<file path="config.mk">
export PLATFORM = sky130hd
export DESIGN_NAME = keypad_entry_scanner
export DESIGN_NICKNAME = d
export VERILOG_FILES = /design/src/rtl/keypad_entry_scanner.sv
export SDC_FILE = /design/constraint.sdc
export NUM_CORES = 1
export LEC_CHECK = 0
export CAP_MARGIN = 15
export CORE_AREA = 2 2 96 70
export DETAILED_ROUTE_END_ITERATION = 10
export DIE_AREA = 0 0 98 72
export GPL_TIMING_DRIVEN = 1
export PLACE_DENSITY = 0.63
export SYNTH_ARGS = -nofsm -noshare
export SYNTH_HDL_FRONTEND = slang
export SYNTH_SLANG_ARGS = --single-unit
</file>
<file path="constraint.sdc">
create_clock -name clk -period 1.99 [get_ports clk]
set_input_delay 0.597 -clock clk [delete_from_list [all_inputs] [get_ports clk]]
set_output_delay 0.597 -clock clk [all_outputs]
set_load 0.01 [all_outputs]
</file>
<file path="src/rtl/keypad_entry_scanner.sv">
// 4x4 hex keypad scanner with debounce; accepted digits shift into a 16-bit entry register.
// Optional 2-flop column synchronizer when KEYPAD_COL_SYNC_EN is defined.
module keypad_entry_scanner #(
    parameter int SCAN_TICKS       = 100000,
    parameter int DEBOUNCE_SAMPLES = 4
) (
    input  logic        clk,
    input  logic        rst_n,
    input  logic [3:0]  col_in,
    input  logic        clear,
    output logic [3:0]  row_out,
    output logic [15:0] num,
    output logic [3:0]  key_code,
    output logic        key_valid
);
    localparam int              TW        = (SCAN_TICKS > 1) ? $clog2(SCAN_TICKS) : 1;
    localparam logic [TW-1:0]   TICK_LAST = TW'(SCAN_TICKS - 1);
    localparam logic [3:0]      DEB       = 4'(DEBOUNCE_SAMPLES);

    typedef enum logic [1:0] {ST_SCAN, ST_CONFIRM, ST_HELD} state_t;

    state_t        state_q, state_d;
    logic [TW-1:0] tick_q, tick_d;
    logic [1:0]    r_q, r_d;
    logic [1:0]    cand_q, cand_d;
    logic [3:0]    cnt_q, cnt_d;
    logic [15:0]   num_q, num_d;
    logic [3:0]    key_code_q, key_code_d;
    logic          key_valid_q, key_valid_d;

    logic [3:0]    col_s;
    logic          sample, key_seen, accept, advance;
    logic [1:0]    key_col;
    logic [3:0]    mapped;

`ifdef KEYPAD_COL_SYNC_EN
    logic [3:0] sync1_q, sync2_q;
    always_ff @(posedge clk or negedge rst_n) begin
        if (!rst_n) begin
            sync1_q <= 4'hF;
            sync2_q <= 4'hF;
        end else begin
            sync1_q <= col_in;
            sync2_q <= sync1_q;
        end
    end
    assign col_s = sync2_q;
`else
    assign col_s = col_in;
`endif

    assign sample = (tick_q == TICK_LAST);

    // A sample is a key only when exactly one column is pulled low.
    always_comb begin
        key_seen = 1'b0;
        key_col  = 2'd0;
        case (col_s)
            4'b1110: begin key_seen = 1'b1; key_col = 2'd0; end
            4'b1101: begin key_seen = 1'b1; key_col = 2'd1; end
            4'b1011: begin key_seen = 1'b1; key_col = 2'd2; end
            4'b0111: begin key_seen = 1'b1; key_col = 2'd3; end
            default: ;
        endcase
    end

    always_comb begin
        mapped = 4'h0;
        case ({r_q, key_col})
            4'h0: mapped = 4'h1;
            4'h1: mapped = 4'h2;
            4'h2: mapped = 4'h3;
            4'h3: mapped = 4'hA;
            4'h4: mapped = 4'h4;
            4'h5: mapped = 4'h5;
            4'h6: mapped = 4'h6;
            4'h7: mapped = 4'hB;
            4'h8: mapped = 4'h7;
            4'h9: mapped = 4'h8;
            4'hA: mapped = 4'h9;
            4'hB: mapped = 4'hC;
            4'hC: mapped = 4'h0;
            4'hD: mapped = 4'hF;
            4'hE: mapped = 4'hE;
            4'hF: mapped = 4'hD;
            default: mapped = 4'h0;
        endcase
    end

    always_ff @(posedge clk or negedge rst_n) begin
        if (!rst_n) begin
            state_q     <= ST_SCAN;
            tick_q      <= '0;
            r_q         <= 2'd0;
            cand_q      <= 2'd0;
            cnt_q       <= 4'd0;
            num_q       <= 16'h0000;
            key_code_q  <= 4'h0;
            key_valid_q <= 1'b0;
        end else begin
            state_q     <= state_d;
            tick_q      <= tick_d;
            r_q         <= r_d;
            cand_q      <= cand_d;
            cnt_q       <= cnt_d;
            num_q       <= num_d;
            key_code_q  <= key_code_d;
            key_valid_q <= key_valid_d;
        end
    end

    // Next state; advance marks the sample points where the row index moves on.
    always_comb begin
        state_d = state_q;
        accept  = 1'b0;
        advance = 1'b0;
        if (sample) begin
            case (state_q)
                ST_SCAN: begin
                    if (key_seen) begin
                        if (DEB == 4'd1) begin
                            accept  = 1'b1;
                            state_d = ST_HELD;
                        end else begin
                            state_d = ST_CONFIRM;
                        end
                    end else begin
                        advance = 1'b1;
                    end
                end
                ST_CONFIRM: begin
                    if (key_seen && key_col == cand_q) begin
                        if (cnt_q + 4'd1 == DEB) begin
                            accept  = 1'b1;
                            state_d = ST_HELD;
                        end
                    end else begin
                        advance = 1'b1;
                        state_d = ST_SCAN;
                    end
                end
                ST_HELD: begin
                    if (col_s == 4'hF && cnt_q + 4'd1 == DEB) begin
                        advance = 1'b1;
                        state_d = ST_SCAN;
                    end
                end
                default: state_d = ST_SCAN;
            endcase
        end
    end

    // Datapath: one counter serves as stable count in CONFIRM and release count in HELD.
    always_comb begin
        tick_d      = sample ? '0 : tick_q + TW'(1);
        r_d         = advance ? r_q + 2'd1 : r_q;
        cand_d      = cand_q;
        cnt_d       = cnt_q;
        key_valid_d = accept;
        key_code_d  = accept ? mapped : key_code_q;
        num_d       = accept ? {num_q[11:0], mapped} : num_q;
        if (clear) begin
            num_d = 16'h0000;
        end
        if (sample) begin
            case (state_q)
                ST_SCAN: begin
                    if (key_seen) begin
                        cand_d = key_col;
                        cnt_d  = (state_d == ST_CONFIRM) ? 4'd1 : 4'd0;
                    end
                end
                ST_CONFIRM: cnt_d = (state_d == ST_CONFIRM) ? cnt_q + 4'd1 : 4'd0;
                ST_HELD:    cnt_d = (col_s == 4'hF && state_d == ST_HELD) ? cnt_q + 4'd1 : 4'd0;
                default:    cnt_d = 4'd0;
            endcase
        end
    end

    always_comb begin
        row_out   = ~(4'b0001 << r_q);
        num       = num_q;
        key_code  = key_code_q;
        key_valid = key_valid_q;
    end
endmodule

</file>
# ---- After elaboration in Yosys (flattened, before gate mapping)
# Memories as Yosys holds them, arrays and structs flattened.
# Index checks and enable logic that the tools add are counted.
dict set report word_totals {
  reg_bits 48
  rom_bits 64
  input_bits 7
  out_inout_bits 25
  wordCells 60
  n_memories 1
}
dict set report classes {
  add_sub_neg 3
  eq_ne 13
  shifts 1
  mux 25
  bitwise_logic 1
  n_reduce_logical 8
}
# name depth word_bits read_ports rd_clocked_by_memory_dff wr line_no
set memory_table {}
lappend memory_table {{(name not given)} 16 4 1 0 0 69} ;# case ({r_q, key_col})
# op n
set ops {}
lappend ops {{two-way mux 16 bit} 2}
lappend ops {{adder 17 x 1 -> 17 bit (second input constant)} 1}
lappend ops {{== test 17 bit (second input constant)} 1}
lappend ops {{two-way mux 17 bit} 1}
lappend ops {{== test 4 bit (second input constant)} 4}
lappend ops {{two-way mux 4 bit} 3}
lappend ops {{case mux 2 bit (3 select lines)} 2}
lappend ops {{case mux 4 bit (3 select lines)} 1}
lappend ops {{two-way mux 1 bit} 10}
lappend ops {{two-way mux 2 bit} 5}
lappend ops {{== test 4 x 3 -> 1 bit (second input constant)} 2}
lappend ops {{adder 4 x 1 -> 4 bit (second input constant)} 1}
lappend ops {{== test 2 x 1 -> 1 bit (second input constant)} 2}
lappend ops {{== test 2 bit (second input constant)} 2}
lappend ops {{NOT 4 bit} 1}
lappend ops {{OR reduction 4 bit} 1}
lappend ops {{<< shifter 1 x 2 -> 4 bit (first input constant)} 1}
lappend ops {{logical AND 1 bit} 3}
lappend ops {{case mux 1 bit (3 select lines)} 1}
lappend ops {{AND reduction 3 bit} 1}
lappend ops {{adder 2 x 1 -> 2 bit (second input constant)} 1}
lappend ops {{== test 2 bit} 1}
lappend ops {{zero test 2 bit} 1}
lappend ops {{!= test 2 bit (second input constant)} 1}
lappend ops {{other kinds (2)} 2}

# ---- Logic depth before layout (Yosys ltp)
dict set report depth {
  depth_word 11
  depth_mapped 9
}

# ---- Worst setup path before layout
# OpenSTA, ideal clock, no wires.
dict set report synth_path {
  path_kind {input port to flip-flop}
  start {in col_in[0]}
  end {reg num_q[2] (netlist: num[2])}
  setup_ps 122
  arrival_time_ps 2115
  path_slack_ps -247
  path_stages 6
  path_buffers 1
  cell_sequence {or3b_1 -> a211o_1 -> a2111oi_4 -> buf_6 -> o311a_2 -> nor3_1}
}
dict set report synth_between {
  elab_chain_cells 8
  word_cells_on_any_way 16
  cone_classes {eq/ne: 5; mux: 7; reduce/logical: 3; memory: 1}
}
# item line_no
set synth_rtl {}
lappend synth_rtl {{from (decl)} 9} ;# input logic [3:0] col_in,
lappend synth_rtl {{branches (longest 8 deep; another with memory read (16 x 4 bit))} --}
lappend synth_rtl {{to (signal assigned)} 106} ;# num_q <= num_d;
lappend synth_rtl {{to (decl)} 27} ;# logic [15:0] num_q, num_d;
# Several ways; the timed one is not identified. The select of a mux whose other input is x is not followed.
# A chain may end at the register's enable or synchronous reset.

# ---- Worst setup path after layout
dict set report layout_path {
  start {reg cand_q[0]}
  end {reg num_q[2] (netlist: num[2])}
}
dict set report layout_between {
  elab_chain_cells 6
}
# item line_no
set layout_rtl {}
lappend layout_rtl {{from (decl)} 25} ;# logic [1:0] cand_q, cand_d;
lappend layout_rtl {{from (signal assigned)} 104} ;# cand_q <= cand_d;
lappend layout_rtl {{== test 2 bit} 132} ;# if (key_seen && key_col == cand_q) begin
lappend layout_rtl {{logical AND 1 bit} 132}
lappend layout_rtl {{two-way mux 1 bit} 132}
lappend layout_rtl {{two-way mux 1 bit} 118} ;# case (state_q)
lappend layout_rtl {{two-way mux 1 bit} 117} ;# if (sample) begin
lappend layout_rtl {{nonzero test 2 bit (no source line)} --}
# Every way passes these cells.

==> flow_metrics.env <==
export IMPL_drt_antenna_violating_nets=0
export IMPL_track_usage_pct=19.0
export IMPL_core_area_um2=6100
export IMPL_grt_max_degree=49
export IMPL_cts_inserted_buffers=5
export IMPL_wl_met3_um=226
export IMPL_ir_drop_uv=424
export IMPL_syn_avg_cell_area_um2=9.43
export IMPL_rsz0062_at_grt="true"
export IMPL_violations="negative setup slack"
export IMPL_drt_iter0_markers=121
export IMPL_skew_ps=9.89
export IMPL_start_util_pct=41.5
export IMPL_status="finished with violations"
export IMPL_antenna_found_initial=0
export IMPL_required_ps=2190
export IMPL_synth_seq_cells=48
export IMPL_fmax_mhz=477
export IMPL_grt_first_pass_wirelength_um=10800
export IMPL_finalSetupTns_ps=-1030
export IMPL_drive_gt1_share_pct=33.0
export IMPL_async_flop_share_pct=100
export IMPL_wl_per_cell_um=14.6
export IMPL_leakage_nw=1.68
export IMPL_cp_max_fo=5
export IMPL_numClockSinks=48
export IMPL_vias_per_cell=5.09
export IMPL_ff2ff_path_depth=8
export IMPL_final_setup_worst_slack_ps=-105
export IMPL_finalMaxSlewViolations=0
export IMPL_maxCapViolCount=0
export IMPL_die_h_um=72
export IMPL_met1Wirelength_um=3250
export IMPL_p_int_mw=1.44
export IMPL_cts_hold_buf=0
export IMPL_ys_flop_type="dfrtp_1"
export IMPL_synth_edf_count=0
export IMPL_route_detailed_drc=0
export IMPL_synthTopCellsByArea="dfrtp_1 (48%), nand2_1 (7.4%), ha_1 (4.5%), xor2_1 (3.8%), nor2_1 (3.7%)"
export IMPL_dp_hpwl_um=4140
export IMPL_syn_inst=268
export IMPL_drt_pass1_iterations=4
export IMPL_critPathCaptureType="flip-flop"
export IMPL_min_period_ps=2090
export IMPL_synth_largest_area_cell="dfrtp_1"
export IMPL_power_mw=1.91
export IMPL_pwr_share_comb_pct=8.7
export IMPL_path_clk_slew_ps=100
export IMPL_synth_simple_area_share_pct=24.5
export IMPL_grt_ovfl_total=0
export IMPL_first_global_vias=2280
export IMPL_synthAdderAreaFrac_pct=4.46
export IMPL_clkPwrFrac_pct=39.3
export IMPL_gp_congestion=0.824
export IMPL_area_growth_pct=44.4
export IMPL_relSlewSlack_pct=68.2
export IMPL_cts_tree="built"
export IMPL_cts_htree_levels=2
export IMPL_insertion_delay_ps=310
export IMPL_setup_viol=18
export IMPL_yosysTopAreaCellShare_pct=47.5
export IMPL_synth_top_family_by_area="simple AND/OR/NAND/NOR gates"
export IMPL_syn_area_um2=2530
export IMPL_top_layer="met4"
export IMPL_pre_cts_slack_ps=-718
export IMPL_p_sw_mw=0.466
export IMPL_synth_compound_area_share_pct=12.1
export IMPL_ioPinCount=32
export IMPL_worst_slew_pin_slew_ps=473
export IMPL_drt_wl_total_um=6370
export IMPL_r2r_start="cand_q[0]"
export IMPL_dieArea_um2=7060
export IMPL_met2_length_um=2840
export IMPL_period_share_pct=105
export IMPL_vias=2220
export IMPL_cp_start_kind="flip-flop"
export IMPL_synthMuxAreaShare_pct=0.842
export IMPL_yosys_warnings=0
export IMPL_synth_nets=284
export IMPL_cts_buffer_depth=2
export IMPL_synth_seq_area_share_pct=47.5
export IMPL_regToRegEndpoint="num[2]"
export IMPL_synth_cell_types=49
export IMPL_path_class="flip-flop to flip-flop"
export IMPL_pwr_share_seq_pct=52.0
export IMPL_holdCritPathClass="primary input to asynchronous set/reset pin"
export IMPL_placement_io_buffers=31
export IMPL_crit_arrival_ps=2290
export IMPL_synth_xor_area_share_pct=6.58
export IMPL_clock_root_buffer="clkbuf_8"
export IMPL_fin_nets=373
export IMPL_die_w_um=98
export IMPL_rows=24
export IMPL_rrSetupSlack_ps=-100
export IMPL_finalHoldViolations=0
export IMPL_powerDensity_nw_per_um2=523
export IMPL_diodes=0
export IMPL_sw_frac_of_total_pct=24.4
[metal layers]
| layer | track usage, % | vias to the layer above |
|---|---|---|
| li1 | - | 1097 |
| met1 | 28.8 | 1075 |
| met2 | 28.5 | 44 |
| met3 | 3.18 | 4 |
| met4 | 4.48 | 0 |
| met5 | 0 | - |
[registers in the layout (all words and copies together), names as in the netlist]
register,cells
num,16
tick_q,17
key_code,4
r_q,2
state_q,2
cand_q,2
cnt_q,4
key_valid,1
[synth_stat cells (all sizes together) (5+ instances only)]
master	count
nand2	50
a21oi	18
nand3	12
and4	5
nor2	25
xnor2	8
inv	11
nor3	6
dfrtp	48
nand4	5
xor2	11
o21ai	5
clkbuf	5
ha	9
[power groups by stage]
stage,combinational (mW),clock (mW),sequential (mW)
after floorplan,0.0545,0,1.02
after global placement,0.146,0,1.01
after detailed placement,0.147,0,1.01
after CTS,0.155,0.766,0.994
after global routing,0.184,0.798,0.996
final,0.165,0.750,0.994
[layout make-up]
cell class / instances / area (um2)
well taps: 78 / 97.6
fillers: 529 / 2450
clock buffers: 5 / 68.8
repair buffers: 91 / 795
multi-input cells: 200 / 1400
flip-flops and latches: 48 / 1200
clock inverters: 3 / 47.5
inverters: 11 / 43.8
[worst max-delay path by stage]
stage / startpoint / to / slack, ps / cells after the start
2_1_floorplan: col_in[0] / num[2] / -130 / 6
3_3_place_gp: col_in[1] / num[0] / -680 / 7
3_5_place_dp: col_in[1] / num[2] / -720 / 7
4_1_cts: cand_q[0] / num[2] / -120 / 7
5_1_grt: cand_q[0] / num[3] / -200 / 8
6_report: cand_q[0] / num[2] / -100 / 8
[through the flow]
| step | hold WS (ps) | cells | util [%] | cell area (um2) |
|---|---|---|---|---|
| after global placement | 476 | 415 | 53.4 | 3250 |
| final | 263 | 436 | 59.9 | 3650 |
| after global routing | 272 | 436 | 59.9 | 3650 |
| after detailed placement | 484 | 415 | 53.4 | 3250 |
| after floorplan | 301 | 268 | - | 2550 |
| after CTS | 267 | 433 | 58.2 | 3550 |
[what timing repair did]
action / in CTS / in global routing
pin swaps: 22 / 10
cloned: 3 / 0
setup endpoints to repair: 34 / 31
endpoints found under the hold margin: 0 / 0
buffers inserted: 7 / 4
gates resized for setup: 51 / 21
[kinds of logic (layout without fill, tap and decap cells)]
kind of cell,after synthesis,count (layout)
simple gates,126,126
flops,48,48
xor+xnor,19,19
fa+ha+maj,9,9
mux,2,2
compound gates,44,44
buf+inv,20,110
[cell usage in the layout (no fill, tap or decap), types with 3 or more instances in the layout]
cell	n
nor3_1	5
dlygate4sd2_1	3
nand3_1	12
and4_1	3
xor2_1	10
nor2_1	24
a21oi_1	9
inv_1	10
nand2_1	39
nand4_1	5
clkdlybuf4s15_1	3
clkdlybuf4s50_1	22
clkbuf_8	5
a21oi_2	9
dfrtp_1	48
xnor2_1	8
o21ai_0	4
buf_6	10
buf_4	50
nand2_2	9
ha_1	8
o211ai_1	3
[worst max-delay path, cell delays in order (launching register included)]
cell	delay, ps
dfrtp_1	410
buf_6	120
or3b_4	370
a21o_4	230
a2111oi_4	350
buf_6	180
buf_6	100
o311a_4	180
nor3_2	40
No activity file was read; power rests on OpenSTA's default activity.
